**src/rtl/instr_fetch_unit.sv**
```systemverilog
// instr_fetch_unit: PC owner and ROM fetcher feeding decode through a small prefetch queue.
// A redirect flushes the queue and reloads the PC; it wins over any push in its cycle.
module instr_fetch_unit #(
   parameter int ADDR_W   = 4,
   parameter int DATA_W   = 32,
   parameter int DEPTH    = 4,
   parameter int RESET_PC = 0
) (
   input  logic                     clk,
   input  logic                     reset,
   input  logic                     en,
   output logic [ADDR_W-1:0]        rom_addr,
   input  logic [DATA_W-1:0]        rom_data,
   input  logic                     redirect,
   input  logic [ADDR_W-1:0]        redirect_pc,
   output logic                     instr_valid,
   input  logic                     instr_ready,
   output logic [DATA_W-1:0]        instr,
   output logic [ADDR_W-1:0]        instr_pc,
   output logic [$clog2(DEPTH):0]   count,
   output logic                     full
);
   localparam int PW = $clog2(DEPTH);
   localparam int CW = PW + 1;

   logic [ADDR_W-1:0] pc;
   logic [PW-1:0]     rd_ptr, wr_ptr;
   logic [ADDR_W-1:0] pc_mem [DEPTH];
   logic [DATA_W-1:0] data_mem [DEPTH];
   logic              push, pop;

   assign rom_addr    = pc;
   assign instr_valid = count != '0;
   assign full        = count == CW'(DEPTH);
   assign pop         = instr_valid & instr_ready;
   assign push        = en & ~redirect & (~full | pop);
   assign instr       = instr_valid ? data_mem[rd_ptr] : '0;
   assign instr_pc    = instr_valid ? pc_mem[rd_ptr] : '0;

   always_ff @(posedge clk or negedge reset) begin
      if (!reset) begin
         pc     <= ADDR_W'(RESET_PC);
         rd_ptr <= '0;
         wr_ptr <= '0;
         count  <= '0;
      end else if (redirect) begin
         pc     <= redirect_pc;
         rd_ptr <= '0;
         wr_ptr <= '0;
         count  <= '0;
      end else begin
         if (push) begin
            wr_ptr <= wr_ptr + 1'b1;
            pc     <= pc + 1'b1;
         end
         if (pop) rd_ptr <= rd_ptr + 1'b1;
         if (push != pop) count <= push ? count + 1'b1 : count - 1'b1;
      end
   end

   // Storage needs no reset: occupancy alone decides what is visible.
   always_ff @(posedge clk) begin
      if (push) begin
         pc_mem[wr_ptr]   <= pc;
         data_mem[wr_ptr] <= rom_data;
      end
   end
endmodule

```
**config.mk**
```make
export PLATFORM = sky130hd
export DESIGN_NAME = instr_fetch_unit
export DESIGN_NICKNAME = d
export VERILOG_FILES = /design/src/rtl/instr_fetch_unit.sv
export SDC_FILE = /design/constraint.sdc
export NUM_CORES = 1
export LEC_CHECK = 0
export ABC_AREA = 1
export CAP_MARGIN = 20
export CORE_MARGIN = 3
export CORE_UTILIZATION = 28
export CTS_BUF_LIST = sky130_fd_sc_hd__clkbuf_4 sky130_fd_sc_hd__clkbuf_8
export DETAILED_ROUTE_END_ITERATION = 8
export GPL_ROUTABILITY_DRIVEN = 0
export PLACE_DENSITY_LB_ADDON = 0.1
export SLEW_MARGIN = 40
export SYNTH_ARGS = -nofsm -noshare
export SYNTH_HDL_FRONTEND = slang
export SYNTH_SLANG_ARGS = --single-unit
```
**constraint.sdc**
```tcl
create_clock -name clk -period 7.8 [get_ports clk]
set_input_delay 1.56 -clock clk [delete_from_list [all_inputs] [get_ports clk]]
set_output_delay 1.56 -clock clk [all_outputs]
set_load 0.005 [all_outputs]
```
==> PnR_summary.wiki <==
{| class="wikitable"
! Metric !! Value
|-
| Number of CTS-inserted buffers || 17
|-
| Pin slew with the least headroom to its limit || approximately 820 ps
|-
| Synthesized-area fraction occupied by adder cells || 0.0129
|-
| Detailed Route WL || around 15,000 µm
|-
| Post-layout minimum cycle time || 4710 ps
|-
| Slack of the worst reg-to-reg path || between 5000 and 6000 ps
|-
| Total number of clock tree sinks || 155
|-
| Die Area || 24,600 µm²
|-
| Half-perimeter wire length after detailed placement || ~8800 µm
|-
| P_leak || between 0.002 and 0.003 µW
|-
| Main combinational cell family by area after synthesis || simple AND/OR/NAND/NOR gates
|-
| Post-route insts no fill || between 800 and 900
|-
| Final hold violation count || 0
|-
| Share of synthesized cell area in and, or, nand and nor gates || 0.136
|-
| Largest net degree at the start of global routing || 75
|-
| Post-route clock skew || roughly 11 ps
|-
| Cts-stage hold buffer count || 0
|-
| Largest fanout of any net on the critical path || 37
|-
| Remaining max-slew budget at the tightest pin || 0.455
|-
| Global-route wire length before repair || roughly 23,000 µm
|-
| CTS clock-pin slew for the worst setup and hold paths || roughly 80 ps
|-
| Share of the clock period used by the worst path || 0.604
|-
| TritonCTS clock tree || done
|-
| Detailed router's first-iteration violation count || between 200 and 250
|-
| Mux contribution to synthesized area || 0
|-
| Total I/O pin count || 86
|-
| Remaining antenna violation count || 0
|-
| Number of remaining DRC errors || 0
|-
| Worst voltage drop across the vdd grid || between 0.1 and 0.15 mV
|-
| Buf+Inv Stages, Crit Path || 2
|-
| Dpl cells || 866
|-
| Iteration count of the initial detailed-routing pass || 4
|-
| Count of vias placed by the detailed router || approximately 4,000
|-
| Critical path launch point type || flop
|-
| Via count of the first global-routing pass || just over 4,000
|-
| Cell with the most instances after synthesis || sky130_fd_sc_hd__nor2_1
|-
| Mapped cell area || 6380 µm²
|-
| Leading post-synthesis cells by cell area || sky130_fd_sc_hd__edfxtp_1 (68%), sky130_fd_sc_hd__nor2_1 (8.9%), sky130_fd_sc_hd__dfrtp_1 (4.3%)
|-
| Synthesized Nets || roughly 570
|-
| Initial antenna violation count || 2
|-
| Synth warnings || 0
|-
| Clock latency on the worst-skew pair || 450 ps
|-
| Cell chosen for the clock root || sky130_fd_sc_hd__clkbuf_8
|-
| Total global-route track usage || 0.126
|-
| Most common library cells after synthesis || sky130_fd_sc_hd__nor2_1 (151), sky130_fd_sc_hd__edfxtp_1 (144), sky130_fd_sc_hd__o21ai_0 (55)
|-
| Antenna cell count || 0
|-
| Unique cell type count in the Yosys netlist || 30
|-
| Required time at the worst-slack endpoint || around 6200 ps
|-
| Proportion of layout cells with a drive suffix above 1 || 0.0987
|-
| Post-Layout Inst Area || 7920 µm²
|-
| Yosys top cell area share || 0.678
|-
| H-tree level count || 4
|-
| Sequential-to-total area share from yosys stat || 0.721
|-
| Worst hold-check path type || reg2reg
|-
| Area fraction in compound gates after synthesis || 0.0874
|-
| Die width || 157 µm
|-
| Max-capacitance violation count || 0
|-
| Initial core utilization || 0.289
|-
| Floorplan Core Area || approximately 22,000 µm²
|-
| Synth async-reset ratio || 0.0710
|-
| Cell area power density || around 300 nW/µm²
|-
| Slowest stage cell, crit path || sky130_fd_sc_hd__dfrtp_4
|-
| Number of enable-type register cells in the synthesized netlist || about 140
|-
| # setup viols final || 0
|-
| Kind of end point of the critical path || primary output
|-
| Max Fclk || 212 MHz
|-
| Area growth, synth to finish || 24.0%
|-
| Final net count || roughly 650
|-
| Synthesis-stage register bit count || 155
|-
| Cell breakdown of the critical path || clkinv_2 > nor2_1 > o21ai_0 > a21oi_1 > clkdlybuf4s50_1
|-
| Top Family by Delay on Critical Path || buffers and inverters
|-
| Aggregate negative setup slack || 0 ps
|-
| Data arrival time of the critical path || 3150 ps
|-
| Number of buffers between clock root and the deepest sink || 2
|-
| Detailed-route vias per instance || 4.49
|-
| PortBufs || 85
|-
| Number of resized instances in the post-cts repair step || 0
|-
| Setup repair after global routing missed its margin || false
|-
| Run status || completed
|-
| Vert. Die Dim || 157 µm
|-
| Most common flop cell mapped by yosys || sky130_fd_sc_hd__edfxtp_1
|-
| Stage delay of the slowest cell on the critical path || 770 ps
|-
| Post-Synthesis Cells || 522
|-
| Path type of the worst setup path || reg2out
|-
| Synth Area per Inst || 12.2 µm²
|-
| Fraction of synthesized cell area in xor and xnor cells || 0.00412
|-
| Floorplan row count || 54
|-
| GRT overflow || 0
|-
| Post-CTS Setup Inserts || 0
|-
| Placed inst area || 7490 µm²
|-
| WL per Instance || ~17 µm
|-
| Final Slew Violations || 0
|-
| Cell accounting for the most synthesized area || sky130_fd_sc_hd__edfxtp_1
|}
## worst register-to-register path, stage by stage (launching register included)
cell and delay, ps:
sky130_fd_sc_hd__dfrtp_2 350, sky130_fd_sc_hd__buf_4 640, sky130_fd_sc_hd__inv_4 490, sky130_fd_sc_hd__nor2_2 270, sky130_fd_sc_hd__xor2_1 160, sky130_fd_sc_hd__nor2_1 60
## report_power, final
part / internal, µW / total (µW) / switching (µW)
Clock: 353 / 641 / 289
Combinational: 333 / 730 / 396
Sequential: 960 / 999 / 38.7
Total: 1650 / 2370 / 724
## state kept, by name (all words and copies together), names as in the netlist
signal and count:
rd_ptr 2, data_mem 128, pc_mem 16, rom_addr 4, count 3, wr_ptr 2
## cells by family (layout without fill, tap and decap cells)
kind of cell,count (synthesis),count (layout)
AO/OA/AOI/OAI,111,111
XOR/XNOR,3,3
adder cells (fa/ha/maj),6,6
buffers and inverters,46,142
flip-flops,155,155
AND/OR/NAND/NOR,201,201
## through the flow
stage                     worst slack (ps)   util  hold WS, ps  total power [µW]
final                                 3090  0.358          615              2370
after global routing                  2820  0.358          648              2520
after CTS                             3200  0.358          616              2420
after detailed placement              3710  0.339          600              1770
after global placement                3380  0.339          593              1760
after floorplan                       3890      -          558              1380
## final timing paths
path | from | end | cells after the start
max in group asynchronous | reset | rd_ptr[1] | 1
worst max-delay path | rd_ptr[1] | instr_pc[1] | 5
min in group asynchronous | reset | rom_addr[2] | 1
worst max register to register | rd_ptr[0] | rd_ptr[1] | 5
worst min register to register | count[0] | count[0] | 2
worst min-delay path | count[0] | count[0] | 2
## layer usage
layer / share of wire / track usage
met1: 0.48 / 0.173
met2: 0.46 / 0.193
met5: 0.0017 / 0
met4: 0.014 / 0.0400
met3: 0.048 / 0.0360
## cell usage in the layout, fill, tap and decap left out, drive strengths merged, types with 2 or more instances in the layout
master         count
nor2             154
edfxtp           144
clkdlybuf4s50     85
o21ai             74
a21oi             36
nand2             32
inv               20
clkbuf            19
nand3             11
dfrtp             11
clkinv             8
ha                 5
buf                5
bufinv             4
nor3               2
xor2               2
or2                2
## area by class of cell
class | count | area, µm²
multi-input combinational | 321 | 1560
inverter | 20 | 86.3
clock buffer | 19 | 249
tap | 280 | 350
clock inverter | 13 | 174
sequential | 155 | 4600
timing repair buffer | 90 | 888
fill | 2129 | 14200
Power figures use the tool's default switching activity.
